**src/rtl/stopwatch_pkg.sv**
```systemverilog
// ---------------------------------------------------------------------------
// stopwatch_pkg
//   Shared types and limits for the MM:SS stopwatch timekeeper.
//   sw_state_t : run-control state (IDLE / RUNNING / PAUSED)
//   bcd_t      : one BCD digit
//   *_MAX      : terminal value of each digit position
// ---------------------------------------------------------------------------
package stopwatch_pkg;

  typedef enum logic [1:0] {
    IDLE    = 2'd0,
    RUNNING = 2'd1,
    PAUSED  = 2'd2
  } sw_state_t;

  typedef logic [3:0] bcd_t;

  localparam bcd_t SEC_TENS_MAX = 4'd5;
  localparam bcd_t MIN_TENS_MAX = 4'd5;
  localparam bcd_t BCD_MAX      = 4'd9;

endpackage

```
**src/rtl/bcd_digit_counter.sv**
```systemverilog
// ---------------------------------------------------------------------------
// bcd_digit_counter
//   One BCD digit that counts 0..MAX and wraps to 0. The carry is
//   combinational so a chain of these ripples a whole MM:SS update within a
//   single clock.
//   Ports:
//     clk     in   system clock
//     reset_n in   asynchronous active-low reset
//     clr     in   synchronous clear to 0 (wins over inc)
//     inc     in   advance by one this cycle
//     digit   out  current value (registered)
//     carry   out  inc & (digit == MAX): next digit should advance
// ---------------------------------------------------------------------------
module bcd_digit_counter
  import stopwatch_pkg::*;
#(
  parameter bcd_t MAX = BCD_MAX
) (
  input  logic clk,
  input  logic reset_n,
  input  logic clr,
  input  logic inc,
  output bcd_t digit,
  output logic carry
);

  assign carry = inc & (digit == MAX);

  always_ff @(posedge clk or negedge reset_n) begin
    if (!reset_n) begin
      digit <= '0;
    end else if (clr) begin
      digit <= '0;
    end else if (inc) begin
      digit <= (digit == MAX) ? '0 : digit + 4'd1;
    end
  end

endmodule

```
**src/rtl/stopwatch_timekeeper.sv**
```systemverilog
// ---------------------------------------------------------------------------
// stopwatch_timekeeper
//   Counts rising edges of the 1 Hz tick as MM:SS in four BCD digits under
//   start/stop and clear control, and drives the seven-segment mux.
//
//   Build option: STOPWATCH_LAP_HOLD_EN adds the `lap` input and a lap
//   register set that can freeze the displayed value while counting goes on.
//
//   Parameter WRAP: 1 = roll 59:59 -> 00:00 and keep running,
//                   0 = saturate at 59:59 and pause (only clear recovers).
//   Both set the sticky overflow flag.
//
//   Ports:
//     clk        in   system clock
//     reset_n    in   asynchronous active-low reset
//     tick       in   1 Hz square wave, rising edge = one second
//     start_stop in   pulse, toggles run/pause
//     clear      in   pulse, zeroes time and returns to IDLE
//     lap        in   pulse, toggles display hold (lap build only)
//     sec_ones   out  BCD 0-9
//     sec_tens   out  BCD 0-5
//     min_ones   out  BCD 0-9
//     min_tens   out  BCD 0-5
//     running    out  high in RUNNING
//     overflow   out  sticky, set when 59:59 is passed
//
//   state   | meaning
//   --------+--------------------------------------------------
//   IDLE    | cleared, waiting for first start
//   RUNNING | counting tick rising edges
//   PAUSED  | stopped, time held; start resumes unless saturated
// ---------------------------------------------------------------------------
module stopwatch_timekeeper
  import stopwatch_pkg::*;
#(
  parameter int WRAP = 1
) (
  input  logic clk,
  input  logic reset_n,
  input  logic tick,
  input  logic start_stop,
  input  logic clear,
`ifdef STOPWATCH_LAP_HOLD_EN
  input  logic lap,
`endif
  output bcd_t sec_ones,
  output bcd_t sec_tens,
  output bcd_t min_ones,
  output bcd_t min_tens,
  output logic running,
  output logic overflow
);

  localparam logic WRAP_EN = (WRAP != 0);

  sw_state_t state, state_nxt;
  logic      overflow_nxt;
  logic      tick_d;
  logic      sec_edge;
  logic      count_edge;
  logic      at_max;
  logic      sat_hit;
  logic      inc_so;
  logic      c_so, c_st, c_mo, c_mt;
  bcd_t      live_so, live_st, live_mo, live_mt;

  assign sec_edge = tick & ~tick_d;

  // clear outranks counting in the same cycle
  assign count_edge = (state == RUNNING) & sec_edge & ~clear;

  assign at_max = (live_so == BCD_MAX) & (live_st == SEC_TENS_MAX) &
                  (live_mo == BCD_MAX) & (live_mt == MIN_TENS_MAX);

  // In saturate mode the 59:59 edge is swallowed instead of rippling to 00:00.
  assign sat_hit = count_edge & at_max & ~WRAP_EN;
  assign inc_so  = count_edge & ~sat_hit;

  bcd_digit_counter #(.MAX(BCD_MAX)) u_sec_ones (
    .clk     (clk),
    .reset_n (reset_n),
    .clr     (clear),
    .inc     (inc_so),
    .digit   (live_so),
    .carry   (c_so)
  );

  bcd_digit_counter #(.MAX(SEC_TENS_MAX)) u_sec_tens (
    .clk     (clk),
    .reset_n (reset_n),
    .clr     (clear),
    .inc     (c_so),
    .digit   (live_st),
    .carry   (c_st)
  );

  bcd_digit_counter #(.MAX(BCD_MAX)) u_min_ones (
    .clk     (clk),
    .reset_n (reset_n),
    .clr     (clear),
    .inc     (c_st),
    .digit   (live_mo),
    .carry   (c_mo)
  );

  bcd_digit_counter #(.MAX(MIN_TENS_MAX)) u_min_tens (
    .clk     (clk),
    .reset_n (reset_n),
    .clr     (clear),
    .inc     (c_mo),
    .digit   (live_mt),
    .carry   (c_mt)
  );

  always_comb begin
    state_nxt    = state;
    overflow_nxt = overflow;
    if (clear) begin
      state_nxt    = IDLE;
      overflow_nxt = 1'b0;
    end else begin
      // c_mt only fires on the wrapping roll-over; sat_hit covers saturate mode
      if (c_mt || sat_hit) begin
        overflow_nxt = 1'b1;
      end
      unique case (state)
        IDLE: begin
          if (start_stop) state_nxt = RUNNING;
        end
        RUNNING: begin
          if (start_stop || sat_hit) state_nxt = PAUSED;
        end
        PAUSED: begin
          // a saturated stopwatch stays parked until cleared
          if (start_stop && (WRAP_EN || !overflow)) state_nxt = RUNNING;
        end
        default: state_nxt = IDLE;
      endcase
    end
  end

  always_ff @(posedge clk or negedge reset_n) begin
    if (!reset_n) begin
      state    <= IDLE;
      overflow <= 1'b0;
      running  <= 1'b0;
      tick_d   <= 1'b0;
    end else begin
      state    <= state_nxt;
      overflow <= overflow_nxt;
      running  <= (state_nxt == RUNNING);
      tick_d   <= tick;
    end
  end

`ifdef STOPWATCH_LAP_HOLD_EN
  logic lap_hold;
  bcd_t lap_so, lap_st, lap_mo, lap_mt;

  // Capture uses the pre-edge digit values, so a lap coinciding with a
  // counted edge freezes the value shown before that second.
  always_ff @(posedge clk or negedge reset_n) begin
    if (!reset_n) begin
      lap_hold <= 1'b0;
      lap_so   <= '0;
      lap_st   <= '0;
      lap_mo   <= '0;
      lap_mt   <= '0;
    end else if (clear || (state_nxt != RUNNING)) begin
      lap_hold <= 1'b0;
    end else if (lap && (state == RUNNING)) begin
      if (lap_hold) begin
        lap_hold <= 1'b0;
      end else begin
        lap_hold <= 1'b1;
        lap_so   <= live_so;
        lap_st   <= live_st;
        lap_mo   <= live_mo;
        lap_mt   <= live_mt;
      end
    end
  end

  assign sec_ones = lap_hold ? lap_so : live_so;
  assign sec_tens = lap_hold ? lap_st : live_st;
  assign min_ones = lap_hold ? lap_mo : live_mo;
  assign min_tens = lap_hold ? lap_mt : live_mt;
`else
  assign sec_ones = live_so;
  assign sec_tens = live_st;
  assign min_ones = live_mo;
  assign min_tens = live_mt;
`endif

endmodule
```
**config.mk**
```make
export PLATFORM = sky130hd
export DESIGN_NAME = stopwatch_timekeeper
export DESIGN_NICKNAME = d
export VERILOG_FILES = /design/src/rtl/stopwatch_pkg.sv /design/src/rtl/bcd_digit_counter.sv /design/src/rtl/stopwatch_timekeeper.sv
export SDC_FILE = /design/constraint.sdc
export NUM_CORES = 1
export LEC_CHECK = 0
export CAP_MARGIN = 20
export CORE_MARGIN = 1
export CORE_UTILIZATION = 50
export DETAILED_ROUTE_END_ITERATION = 7
export PLACE_DENSITY = 0.84
export SYNTH_ARGS = -nofsm -noshare
export SYNTH_HDL_FRONTEND = slang
export SYNTH_SLANG_ARGS = --single-unit
```
**constraint.sdc**
```tcl
create_clock -name clk -period 4.05 [get_ports clk]
set_input_delay 0.81 -clock clk [delete_from_list [all_inputs] [get_ports clk]]
set_output_delay 0.81 -clock clk [all_outputs]
set_load 0.01 [all_outputs]
```
==> reports/qor.yml <==
final_layout:
  final_area_sq_um: 1400
  diodes: 0
  synthToLayoutAreaGrowth_pct: 22.3
  utilization_pct: 68.0
  final_cell_count_no_fill: 164
  layout-drive-gt1-share_pct: 6.57
  filler_cell_count: 168
  finalNetCount: 151
synthesis:
  synth_edf_count: 0
  syn-cell-area_sq_um: 1150
  syn_inst: 115
  async_flop_share_pct: 100
  yosys.area.top_type_share_pct: 45.9
  seq_area_frac_synth_pct: 45.9
  syn_area_per_cell_sq_um: 9.97
  synth_ff_type: "dfrtp_1"
  ys_ff_latch: 21
  syn_nets: 128
  yosysMostFrequentCell: "dfrtp_1"
  yosysTopAreaCell: "dfrtp_1"
  synth_area_leaders: "dfrtp_1 (46%), ha_1 (8.7%), a21oi_1 (6.6%), nor2_1 (4.9%), or3_1 (3.8%)"
  yosysWarnings: 0
  synthTopCellsByCount: "dfrtp_1 (21), a21oi_1 (15), nor2_1 (15)"
  synth_cell_types: 29
detailed_routing:
  firstDrtPassIters: 4
  top_layer_used: "met3"
  vias: 937
  via_per_inst: 5.71
  drt_iter0_drc: 25
  drc: 0
  ant_nets: 0
  wl_met1_um: 1110
  routed_wl_um: 2290
  routedWlPerCell_um: 14.0
  wl_met2_um: 1120
  met3WireLength_um: 61
clock_network:
  numCtsBuffers: 3
  clk_latency_ns: 0.30
  postCtsSetupRepairBufs: 0
  clkTransAtPathRegs_ns: 0.11
  ctsResizeCount: 0
  cts.sinks: 21
  clk_path_buf_depth: 2
  cts_hold_buf: 0
  ctsRootBufferMaster: "clkbuf_4"
  h-tree-depth: 1
  cts_tree: "built"
worst_setup_path:
  cp.required_ns: 4.27
  rrSetupSlack_ns: 2.03
  start_kind: "input pin"
  regToRegStartpoint: "u_sec_ones.digit[1]$_DFFE_PN0P_"
  path_class: "input pin to flip-flop"
  cp_cell_sequence: "clkdlybuf4s50_1 > and4bb_4 > nand4_4 > or4_1 > a21oi_1"
  r2r_end: "u_min_tens.digit[3]$_DFFE_PN0P_"
  arrival_ns: 2.48
  critPathCaptureType: "flip-flop"
  critPathMaxStageDelay_ns: 0.49
  crit_fanout: 11
  reg2regPathDepth: 6
  slowest_stage: "or4_1"
timing:
  period_share_pct: 56.0
  drv_slew: 0
  fin_ws_ns: 1.78
  finalSetupViolations: 0
  finalHoldViolations: 0
  tns_ns: 0
  fmax_ghz: 0.441
  worstMarginPinSlew_ns: 0.733
  rsz0062_at_grt: "false"
  min_period_ns: 2.27
  finClkSkew_ns: 0.00776
  slew_headroom_pct: 51.0
run_status:
  status: "complete, no violations"
floorplan:
  core_area_sq_um: 2060
  die_area_sq_um: 2490
  rows: 16
  die_x_um: 49.9
  die_y_um: 49.9
  ios: 23
  start_util_pct: 55.6
run:
  drv_cap: 0
global_route:
  grt_pass1_wl_um: 3860
  gr-total-overflow: 0
  grt.total_usage_pct: 20.7
  grt_max_degree: 22
  grt_pass1_vias: 858
  antenna_found_initial: 0
worst_hold_path:
  hold_end: "overflow$_DFFE_PN0P_"
  hold_depth: 2
  min-delay-start: "overflow$_DFFE_PN0P_"
  hp-class: "flip-flop to flip-flop"
place:
  io_buffers: 22
  place_inst: 159
  place.gp.congestion: 0.749
  dpl_cell_area_sq_um: 1360
  post-place-ws_ns: 1.46
  dpl.hpwl_um: 1550
power:
  vdd_ir_drop_max_mv: 0.157
  powerDensity_nw_per_um2: 239
  p_leak_nw: 0.614
==> sequential cells by signal (all words and copies together) (netlist names) <==
name / cells
u_sec_tens.digit: 4
u_sec_ones.digit: 4
u_min_tens.digit: 4
overflow: 1
tick_d: 1
u_min_ones.digit: 4
running: 1
state: 2
==> metrics by stage <==
step / hold WS [ns] / power (W)
after floorplan: 0.514 / 0.000229
after global placement: 0.503 / 0.000239
after detailed placement: 0.515 / 0.000240
after CTS: 0.537 / 0.000340
after global routing: 0.557 / 0.000354
final: 0.535 / 0.000336
==> cell type report <==
class / instances / area [sq um] / share of cell area, %
multi-input cells: 83 / 558 / 39.8
flip-flops and latches: 21 / 526 / 37.5
repair buffers: 23 / 235 / 16.8
well taps: 27 / 33.8 / 2.41
clock buffers: 4 / 26.3 / 1.88
inverters: 6 / 22.5 / 1.61
==> cell families (layout without fill, tap and decap cells) <==
family          Yosys count  in the layout  share of synthesized area [%]
fa+ha+maj                 8              8                           8.73
xor+xnor                  1              1                          0.764
compound gates           24             24                           11.7
simple gates             47             47                           24.9
buf+inv                  11             33                           5.46
mux                       3              3                           2.62
flops                    21             21                           45.9
==> worst max-delay path by stage <==
| stage | startpoint | end | slack [ns] | cells after the start |
|---|---|---|---|---|
| final | tick | u_min_tens.digit[3]$_DFFE_PN0P_ | 1.78 | 5 |
| after global routing | tick | u_min_tens.digit[3]$_DFFE_PN0P_ | 1.72 | 5 |
| after CTS | tick | u_min_tens.digit[3]$_DFFE_PN0P_ | 1.81 | 5 |
| after detailed placement | tick | u_min_tens.digit[3]$_DFFE_PN0P_ | 1.46 | 5 |
| after global placement | tick | u_min_tens.digit[3]$_DFFE_PN0P_ | 1.54 | 5 |
| after floorplan | tick | u_sec_tens.digit[3]$_DFFE_PN0P_ | 2.14 | 5 |
==> critical path, delay by kind of cell <==
family          cells  cell delay, ns
buf+inv             1            0.48
compound gates      1            0.17
simple gates        3            1.03
==> layer usage <==
layer / vias to the layer above / track usage [%]
li1: 447 / -
met1: 467 / 28.8
met2: 23 / 32.0
met3: 0 / 3.09
met4: 0 / 8.57
met5: - / 0
==> where the power goes <==
part           internal [W]  switching (W)  leakage, nW
logic            0.00000991      0.0000129        0.311
clock network     0.0000384      0.0000597       0.0150
registers          0.000212     0.00000243        0.289
==> cell usage in the layout (no fill, tap or decap), types with 2 or more instances in the layout <==
cell type        count
mux2i_1              3
nand3_1              3
inv_1                6
clkdlybuf4s50_1     22
ha_1                 8
or4_1                2
or3_1                7
o21ai_0              5
nand2_1              8
dfrtp_1             21
clkbuf_4             3
and3b_1              4
nor2_1              15
a21oi_1             15
Power figures use the tool's default switching activity.
==> RTL change: new RTL, config.mk and constraints unchanged <==
Re-encode `sw_state_t` (3 states) as one-hot, 3 bits wide.
--- a/src/rtl/stopwatch_pkg.sv
+++ b/src/rtl/stopwatch_pkg.sv
@@ -9,6 +9,6 @@
 
-  typedef enum logic [1:0] {
-    IDLE    = 2'd0,
-    RUNNING = 2'd1,
-    PAUSED  = 2'd2
+  typedef enum logic [2:0] {
+    IDLE    = 3'b001,
+    RUNNING = 3'b010,
+    PAUSED  = 3'b100
   } sw_state_t;
Function: no difference found for any inputs over 10 cycles, from zero or initial values and one cycle with reset_n low; not proved beyond that.
==> RTL change against the unedited design <==
  * Final cell count up 9.1%
  * Sequential share of layout area down 1.5 points
  * Worst hold slack worse by 17 ps
  * Total power up 6.6%
  * Routed wire length up 7.7%
  * Area after synthesis up 7.2%
  * Sequential cell count up 1
  * Worst setup slack worse by 210 ps
  * Design area up 9.4%
  * Critical path type unchanged
  * Largest cell class unchanged
==> RTL change: results (changes against the unedited design) <==
[status]
status = finished clean  ; unchanged

[route]
top_layer = met4  ; was met3
wl_per_cell_um = 13.8  ; was 14.0 µm
post_drt_via_cell_ratio = 5.93  ; was 5.71
wl_met3_um = 81  ; was 61 µm
drt_pass1_iterations = 6  ; was 4
wl_met2_um = 1220  ; was 1120 µm
drt-total-wl_um = 2470  ; was 2290 µm
drt-met1-wl_um = 1130  ; was 1110 µm
dr.first_iter.drc_count = 18  ; was 25

[power_and_ir_drop]
irDropWorstVdd_mv = 0.191  ; was 0.157 mV
p_leak_nw = 0.634  ; was 0.614 nW

[placed_design]
place_area_um2 = 1480  ; was 1360 µm²
dp_hpwl_um = 1740  ; was 1550 µm
dp_slack_ps = 1240  ; was 1460 ps
dp_cells = 174  ; was 159

[sta]
post-route-min-period_ps = 2480  ; was 2270 ps
finClkSkew_ps = 1.69  ; was 7.76 ps
hold_ws_ps = 518  ; was 535 ps
relSlewSlack_pct = 74.7  ; was 51.0%

[synthesis]
synth_xor_xnor_area_share_pct = 0  ; was 0.764%
synth_area_um2 = 1230  ; was 1150 µm²
synth_cells = 126  ; was 115
synth_compound_area_share_pct = 14.4  ; was 11.7%
syn_nets = 139  ; was 128
yosysSeqAreaShare_pct = 44.9  ; was 45.9%
synth_area_leaders = dfrtp_1 43%, ha_1 8.1%, a21oi_1 7.3%  ; was dfrtp_1 46%, ha_1 8.7%, a21oi_1 6.6%
synth_fa_ha_area_share_pct = 8.15  ; was 8.73%
synthDistinctLibCells = 36  ; was 29
synthTopCellsByCount = 21 x dfrtp_1, 18 x a21oi_1, 10 x nor2_1  ; was 21 x dfrtp_1, 15 x a21oi_1, 15 x nor2_1

[global_route]
met1_usage_pct = 26.2  ; was 28.8%
grt_pass1_wl_um = 4070  ; was 3860 µm
use_met3_pct = 2.92  ; was 3.09%
grt_usage_pct = 20.4  ; was 20.7%
grt_max_degree = 23  ; was 22
first_global_vias = 945  ; was 858
grtUsageMet2_pct = 34.0  ; was 32.0%

[layout]
clock_area_share_pct = 1.71  ; was 1.88%
synthToLayoutAreaGrowth_pct = 24.7  ; was 22.3%
ff_latch_area_um2 = 552  ; was 526 µm²
multi_input_cells = 94  ; was 83
multi_input_area_share_pct = 41.6  ; was 39.8%
buffer_area_share_pct = 16.7  ; was 16.8%
fillers = 194  ; was 168
buffers = 24  ; was 23
drive_above_1_share_pct = 7.28  ; was 6.57%
antenna_cells = 0  ; unchanged
inverters = 7  ; was 6

[min_path]
worstHoldEndpoint = overflow$_DFFE_PN0P_  ; unchanged

[setup_path]
slowest_delay_ps = 540  ; was 490 ps
worstPathArrival_ps = 2730  ; was 2480 ps
startpoint = clear  ; was tick
path_max_fanout = 22  ; was 11

[clocking]
clock-sinks = 22  ; was 21

## RTL change: cell types whose count changed in the layout (fill, tap and decap cells not counted), sizes merged, moves of 2 or more
cell    unedited run  this run
or3                7         4
nor2              15        10
nand3b             1         3
nand2b             0         3
nand2              9         4
o21ai              5        10
and2               0         2
a21oi             15        18
o31ai              0         3
## RTL change: tightest hold or removal path: stages (launching register included)
cell and delay (ps):
dfrtp_1 360, a31oi_1 40, nor2_1 80
## RTL change: report_power, final
part | leakage [nW] | switching [W] | internal (W) | total [W]
sequential | 0.300 | 0.00000303 | 0.000223 | 0.000226
clock | 0.0150 | 0.0000661 | 0.0000386 | 0.000105
combinational | 0.319 | 0.0000144 | 0.0000127 | 0.0000271
total | 0.634 | 0.0000836 | 0.000274 | 0.000358
